--- src/rtl/player_motion.sv ---
// Player position, jump FSM, enemy hit test, lives and game-over on the 1-tick game clock.
// Buttons and overlap take effect on the next clk_1s edge; there is no backpressure.
module player_motion #(
    parameter int X_START      = 100,
    parameter int Y_GROUND     = 440,
    parameter int X_MIN        = 50,
    parameter int X_MAX        = 590,
    parameter int JUMP_HEIGHT  = 120,
    parameter int RISE_STEP    = 2,
    parameter int FALL_STEP    = 2,
    parameter int APEX_HOLD    = 20,
    parameter int SIZE         = 50,
    parameter int LIVES_INIT   = 3,
    parameter int INVULN_TICKS = 200
) (
    input  logic        clk_1s,
    input  logic        reset,
    input  logic        jump_btn,
    input  logic        left_btn,
    input  logic        right_btn,
    input  logic [15:0] x_enemy,
    input  logic [15:0] y_enemy,
    output logic [15:0] x_player,
    output logic [15:0] y_player,
    output logic        jumping,
    output logic        hit,
    output logic [1:0]  lives,
    output logic        game_over
);
    localparam int AW = (APEX_HOLD > 1) ? $clog2(APEX_HOLD) : 1;
    localparam int IW = $clog2(INVULN_TICKS + 1);

    localparam logic [15:0] L_X_START    = 16'(X_START);
    localparam logic [15:0] L_Y_GROUND   = 16'(Y_GROUND);
    localparam logic [15:0] L_X_MIN      = 16'(X_MIN);
    localparam logic [15:0] L_X_MAX      = 16'(X_MAX);
    localparam logic [15:0] L_APEX_Y     = 16'(Y_GROUND - JUMP_HEIGHT);
    localparam logic [15:0] L_RISE_STEP  = 16'(RISE_STEP);
    localparam logic [15:0] L_FALL_STEP  = 16'(FALL_STEP);
    localparam logic [16:0] L_RISE_LIMIT = 17'(Y_GROUND - JUMP_HEIGHT + RISE_STEP);
    localparam logic [16:0] L_GROUND17   = 17'(Y_GROUND);
    localparam logic [16:0] L_FALL17     = 17'(FALL_STEP);
    localparam logic [16:0] L_SIZE       = 17'(SIZE);
    localparam logic [AW-1:0] L_APEX_LD  = AW'(APEX_HOLD - 1);
    localparam logic [IW-1:0] L_INVULN   = IW'(INVULN_TICKS);
    localparam logic [1:0]  L_LIVES_INIT = 2'(LIVES_INIT);

    typedef enum logic [2:0] {S_GROUND, S_RISE, S_APEX, S_FALL, S_DEAD} state_t;

    state_t          r_state;
    logic [15:0]     r_x;
    logic [15:0]     r_y;
    logic [AW-1:0]   r_apex_cnt;
    logic [IW-1:0]   r_invuln;
    logic [1:0]      r_lives;
    logic            r_hit;
    logic            r_jump_prev;

    logic            w_jump_edge;
    logic [16:0]     w_dx;
    logic [16:0]     w_dy;
    logic            w_overlap;
    logic            w_hit;
    logic [15:0]     w_x_next;

    assign w_jump_edge = jump_btn & ~r_jump_prev;

    // Distances in 17 bits so the subtraction never wraps.
    assign w_dx = (r_x >= x_enemy) ? ({1'b0, r_x} - {1'b0, x_enemy}) : ({1'b0, x_enemy} - {1'b0, r_x});
    assign w_dy = (r_y >= y_enemy) ? ({1'b0, r_y} - {1'b0, y_enemy}) : ({1'b0, y_enemy} - {1'b0, r_y});
    assign w_overlap = (w_dx < L_SIZE) & (w_dy < L_SIZE);
    assign w_hit     = w_overlap & (r_invuln == '0) & (r_state != S_DEAD);

    always_comb begin
        w_x_next = r_x;
        if (left_btn & ~right_btn & (r_x > L_X_MIN))
            w_x_next = r_x - 16'd1;
        else if (right_btn & ~left_btn & (r_x < L_X_MAX))
            w_x_next = r_x + 16'd1;
    end

    always_ff @(posedge clk_1s) begin
        if (reset) begin
            r_state     <= S_GROUND;
            r_x         <= L_X_START;
            r_y         <= L_Y_GROUND;
            r_apex_cnt  <= '0;
            r_invuln    <= '0;
            r_lives     <= L_LIVES_INIT;
            r_hit       <= 1'b0;
            r_jump_prev <= 1'b0;
        end else begin
            r_jump_prev <= jump_btn;
            if (r_state != S_DEAD) begin
                r_x <= w_x_next;
                case (r_state)
                    S_GROUND: if (w_jump_edge) r_state <= S_RISE;
                    S_RISE: begin
                        if ({1'b0, r_y} <= L_RISE_LIMIT) begin
                            r_y        <= L_APEX_Y;
                            r_apex_cnt <= L_APEX_LD;
                            r_state    <= S_APEX;
                        end else begin
                            r_y <= r_y - L_RISE_STEP;
                        end
                    end
                    S_APEX: begin
                        if (r_apex_cnt == '0) r_state <= S_FALL;
                        else                  r_apex_cnt <= r_apex_cnt - AW'(1);
                    end
                    S_FALL: begin
                        if (({1'b0, r_y} + L_FALL17) >= L_GROUND17) begin
                            r_y     <= L_Y_GROUND;
                            r_state <= S_GROUND;
                        end else begin
                            r_y <= r_y + L_FALL_STEP;
                        end
                    end
                    default: r_state <= S_DEAD;
                endcase
                r_hit <= w_hit;
                // The fatal hit overrides whatever jump transition was chosen above.
                if (w_hit) begin
                    r_lives  <= r_lives - 2'd1;
                    r_invuln <= L_INVULN;
                    if (r_lives == 2'd1) r_state <= S_DEAD;
                end else if (r_invuln != '0) begin
                    r_invuln <= r_invuln - IW'(1);
                end
            end else begin
                r_hit <= 1'b0;
            end
        end
    end

    assign x_player  = r_x;
    assign y_player  = r_y;
    assign jumping   = (r_state == S_RISE) | (r_state == S_APEX) | (r_state == S_FALL);
    assign hit       = r_hit;
    assign lives     = r_lives;
    assign game_over = (r_state == S_DEAD);

endmodule

--- config.mk ---
export PLATFORM = sky130hd
export DESIGN_NAME = player_motion
export DESIGN_NICKNAME = d
export VERILOG_FILES = /design/src/rtl/player_motion.sv
export SDC_FILE = /design/constraint.sdc
export NUM_CORES = 1
export LEC_CHECK = 0
export CAP_MARGIN = 10
export CORE_MARGIN = 1.5
export CORE_UTILIZATION = 50
export DETAILED_ROUTE_END_ITERATION = 10
export DONT_BUFFER_PORTS = 1
export SYNTH_ARGS = -nofsm -noshare
export SYNTH_HDL_FRONTEND = slang
export SYNTH_SLANG_ARGS = --single-unit
--- constraint.sdc ---
create_clock -name clk_1s -period 4.37 [get_ports clk_1s]
set_input_delay 0.437 -clock clk_1s [delete_from_list [all_inputs] [get_ports clk_1s]]
set_output_delay 0.437 -clock clk_1s [all_outputs]
set_load 0.05 [all_outputs]
# [After elaboration in Yosys (flattened, before gate mapping)]
# Cells that the tools add are included.
[classes] n_mul=0 n_mux=19 n_reduce_logical=14 div=0 n_shift=0 addsub=12 order_cmp=8 n_eq_ne=8 bitwise_logic=14
[ops] operator="$sub 16x16->17" count=4
[ops] operator="$mux 16" count=4
[ops] operator="$lt 17x6->1 const B" count=2
[ops] operator="$mux 17" count=2
[ops] operator="$ge 16x16->1" count=2
[ops] operator="$pmux 16 s2" count=1
[ops] operator="$mux 3" count=6
[ops] operator="$add 16x2->17 const B" count=1
[ops] operator="$ge 17x9->1 const B" count=1
[ops] operator="$add 16x1->16 const B" count=1
[ops] operator="$add 16x2->16 const B" count=1
[ops] operator="$gt 16x6->1 const B" count=1
[ops] operator="$le 16x9->1 const B" count=1
[ops] operator="$lt 16x10->1 const B" count=1
[ops] operator="$mux 8" count=2
[ops] operator="$sub 16x1->16 const B" count=1
[ops] operator="$sub 16x2->16 const B" count=1
[ops] operator="$pmux 3 s4" count=1
[ops] operator="$mux 5" count=2
[ops] operator="$pmux 5 s2" count=1
[ops] operator="$and 1x1->1" count=8
[ops] operator="$logic_not 8->1" count=1
[ops] operator="$reduce_and 2->1" count=4
[ops] operator="$reduce_bool 2->1" count=4
[ops] operator="other kinds (16)" count=22
[totals] romBits=0 in_bits=37 mem_count=0 mem_bits_rw=0 latchBits=0 output_inout_bits=37 regBits=52 elab_cells=83

# [Logic depth before layout (Yosys ltp)]
[depth] word_depth=8 mapped_depth=15 mapped_depth_nobuf=15

# [Least setup slack after synthesis]
# Ideal clock, no wire load.
[synth_timing] path_type="reg-to-reg" start="reg r_x[1] (netlist: x_player[1])" end="reg r_x[15] (netlist: x_player[15])" t_required_ps=4242 arrival_time_ps=3635 setup_slack_ps=608 synth_period_minus_slack_ps=3762 path_stages_with_launch=15 setup_ps=128 n_path_buf=0 cell_sequence="dfxtp_1 > a211oi_1 > nor3_1 > o311a_1 > ha_1 > a21o_1 > a21o_1 > a2111oi_0 > o211ai_1 > o311a_1 > nand4_1 > a41oi_1 > mux2i_1 > xnor2_1 > nor2_1"
[synth_via] elab_chain_cells=4 elab_cells_between_ends=10 cone_classes="add/sub (2); order compare (2); mux (2); bitwise (2); reduce/logical (2)"
[synth_rtl] element="from (decl)" line_no="51" rtl="logic [15:0] r_x;"
[synth_rtl] element="from (signal assigned)" line_no="95" rtl="r_x <= w_x_next;"
[synth_rtl] element="$gt 16x6->1 or $lt 16x10->1 (tied branches)" line_no="76, 78"
[synth_rtl] element="$and 1x1->1 (on tied branches)" line_no="76, 78"
[synth_rtl] element="$reduce_bool 2->1 (no line)"
[synth_rtl] element="$reduce_and 2->1 (no line)"
# Several ways; a longest one is shown, not always the timed one. The select of a mux whose other input is x is not followed.
# A chain may end at the register's enable or synchronous reset.

# [Worst setup path in the final report]
[layout_timing] start="reg r_y[7] (netlist: y_player[7])" end="reg r_lives[0] (netlist: lives[0])"
[layout_via] elab_chain_cells=7 elab_cells_between_ends=9 cone_classes="add/sub (2); order compare (2); mux (1); bitwise (3); reduce/logical (1)"
[layout_rtl] element="from (decl)" line_no="52" rtl="logic [15:0] r_y;"
[layout_rtl] element="from (signal assigned)" line_no="104" rtl="r_y <= r_y - L_RISE_STEP;"
[layout_rtl] element="from (signal assigned)" line_no="116" rtl="r_y <= r_y + L_FALL_STEP;"
[layout_rtl] element="$sub 16x16->17 or $ge 16x16->1 (tied branches)" line_no="70" rtl="assign w_dy = (r_y >= y_enemy) ? ({1'b0, r_y} - {1'b0, y_enemy}) : ({1'b0, y_enemy} - {1'b0, r_y});"
[layout_rtl] element="$mux 17 (*)" line_no="70"
[layout_rtl] element="$lt 17x6->1 (*)" line_no="71" rtl="assign w_overlap = (w_dx < L_SIZE) & (w_dy < L_SIZE);"
[layout_rtl] element="$and 1x1->1 (*)" line_no="71"
[layout_rtl] element="$and 1x1->1 (*) (2 in series)" line_no="72" rtl="assign w_hit = w_overlap & (r_invuln == '0) & (r_state != S_DEAD);"
[layout_rtl] element="$reduce_and 2->1 (no line) (*)"
[layout_rtl] element="to (signal assigned)" line_no="124" rtl="r_lives <= r_lives - 2'd1;"
[layout_rtl] element="to (decl)" line_no="55" rtl="logic [1:0] r_lives;"
# Every way passes the cells marked *; elsewhere a longest branch is shown, timed or not.

==> key figures <==
Timing
  – Fin Clk Skew: 6.46 ps
  – Setup_tns: 0 ps
  – Slew Viols, Final: 0
  – Fin crit share: roughly nine tenths
  – Hold slack final: around 210 ps
  – Final hold violations: 0
  – Least-Margin Pin Slew: 913 ps
  – Final min period: 3930 ps
  – Normalized max-slew margin: 38.9%
  – Max Fclk: between 200 and 300 MHz
  – RSZ-0062 raised after global routing: false
  – Final setup violation count: 0

Global routing
  – Vias in the first global route: ~6600
  – Initial antenna violation count: 0
  – Pin count of the biggest net entering global routing: 55
  – Total GRT Usage: between 20 and 30%
  – First-pass GRT wire length: 33.8 mm
  – Congestion Overflow GR: 0

Floorplan
  – Die width: between 100 and 150 microns
  – Core Box Area: 13900 sq um
  – Die height: approximately 120 microns
  – Ports: 74
  – Num rows: 43
  – Initial Utilization: 51.5%
  – Die area: 15100 sq um

CTS
  – CTS Root Cell: clkbuf_16
  – Clock Sink Count: a little over 50
  – CTS tree: built
  – Clk_lat worst skew: 290 ps
  – Worst-path clk slew: roughly 70 ps
  – Post-CTS Resized: 0
  – CTS buffer count: 5
  – Cts-stage hold buffer count: 0
  – CTS H-tree lvls: 2
  – CTS Buffer Depth: 2
  – # Post-CTS Setup Buffers: 0

Setup path
  – WS Path Type: reg -> reg
  – Critical Path RT: 4590 ps
  – CP bufs+invs: 0
  – Worst path max stage delay: 770 ps
  – R2R setup slack: 440 ps
  – Crit-path cells: ha_1 -> nand3_1 -> nor4_1 -> o21ai_1 -> o311ai_1 -> nor2_1 -> nor4b_1 -> a21oi_1 -> nor4_1 -> and4_1 -> mux2i_1
  – Crit Path Max Fanout: 12
  – CP most frequent cell: nor4_1
  – Crit-path leading delay family: simple AND/OR/NAND/NOR gates
  – CP endpoint kind: register
  – Slowest cell on crit path: nor4_1
  – Crit path DAT: 4150 ps
  – Crit path launch type: register

Layout
  – Antenna Cells: 0
  – Layout area overhead: 6.78%
  – Share of post-route cells with drive strength above 1: 6.48%
  – Nets: 1142
  – Filler cells: 1401
  – Post-Route Utilization: 55.0%
  – Commonest non-fill, non-tap cell in the layout: nor2_1
  – Commonest cells after routing, fill and taps aside: nor2_1, inv_1, a21oi_1, ha_1, nand2_1

Placement
  – Placer congestion estimate: 0.971
  – IO Port Bufs: 0
  – Dpl hpwl: about 17 mm

Route
  – Antenna viol nets, final: 0
  – Residual DRC: 0
  – DR WL/cell: ~18 microns
  – DRT iter0 DRCs: 763
  – WL final: about 22 mm
  – Via count: 7419
  – Vias per Instance: 6.19
  – Drt pass-1 iters: 5

Yosys
  – Post-Syn Area: 7180 sq um
  – FF+latch count, synth: slightly above 50
  – Yosys warns: 0
  – Async set-or-reset flop fraction in the synthesized netlist: 0%
  – Synth Area per Inst: around 7.1 sq um
  – Distinct cells, synth: 80
  – Post-synth EDFFs: 0
  – Post-synthesis sequential area ratio: roughly 14%
  – Ys flop type: dfxtp_1
  – Cells after Synth: 1016

Status
  – Outcome: complete, no violations

Pwr
  – Leakage: 3.38 nW
  – VDD IR max: 0.000275 V
  – Power density over cell area: 304 nW/um^2

Min path
  – Hold Path Class: in -> reg

Job
  – Max Cap Viol: 0
where the power goes:
| group | leakage, nW | switching, mW | internal, mW |
|---|---|---|---|
| clock | 0.0868 | 0.178 | 0.285 |
| sequential | 0.416 | 0.0555 | 0.522 |
| combinational | 2.88 | 0.784 | 0.507 |
| total | 3.38 | 1.02 | 1.31 |
cell families after synthesis:
group	count (synthesis)	share of synthesized area, %
AOI/OAI and AO/OA	306	28.5
xor gates and xnor gates	49	5.98
adders and majority gates	88	15.9
buffers and inverters	137	7.77
DFF	51	14.2
muxes	16	2.28
other	1	0.0522
and+or+nand+nor	368	25.4
area by class of cell:
type / instances / area, sq um / share of cell area [%]
clock inverter: 2 / 35.0 / 0.457
tap: 180 / 225 / 2.94
inverter: 90 / 338 / 4.41
clock buffer: 6 / 139 / 1.81
multi-input combinational: 829 / 5610 / 73.2
timing repair buffer: 40 / 300 / 3.92
sequential: 51 / 1020 / 13.3
path summary, 6_finish.rpt:
path / endpoint / depth (start not counted) / start
setup / recovery: lives[0] / 11 / y_player[7]
hold / removal: r_state[2] / 1 / reset
setup reg to reg: lives[0] / 11 / y_player[7]
hold reg to reg: r_apex_cnt[4] / 2 / r_apex_cnt[4]
through the flow:
step	cell area (sq um)	power, mW	std cells	setup WS (ps)
after floorplan	7190	1.59	1017	608
after global placement	7490	1.85	1190	521
after detailed placement	7490	1.85	1190	414
after CTS	7670	2.32	1198	491
after global routing	7670	2.50	1198	180
final	7670	2.33	1198	437
cells in the mapped netlist (all sizes together), types with 8 or more instances:
master  count  area (sq um)
xor2       17           149
nand2      69           259
or3        14          87.6
a21oi      86           438
a21o       23           173
buf        16           103
o21a       12          90.1
nor2b      19           119
mux2i      13           130
o21ai      58           290
nor3       44           231
dfxtp      51          1020
ha         83          1040
nor2      112           420
and3       12          80.1
clkbuf     31           118
nand4      19           119
nor4        8          50.1
a31oi      14          87.6
xnor2      32           280
and2        9          56.3
nand3      23           115
a211o      11          96.3
nand2b     14          87.6
inv        90           338
per-layer routing:
layer	part of all wire (%)	track usage, %	vias to the layer above
met5	0	0	-
met4	1.1	4.51	0
met3	6.0	2.70	17
met2	42	41.8	266
met1	51	44.1	3470
li1	-	-	3666
state kept, by name (all words and copies together) (netlist names):
register     count
x_player        16
r_invuln         8
hit              1
r_state          3
lives            2
y_player        15
r_jump_prev      1
r_apex_cnt       5
No activity file was read; power rests on OpenSTA's default activity.
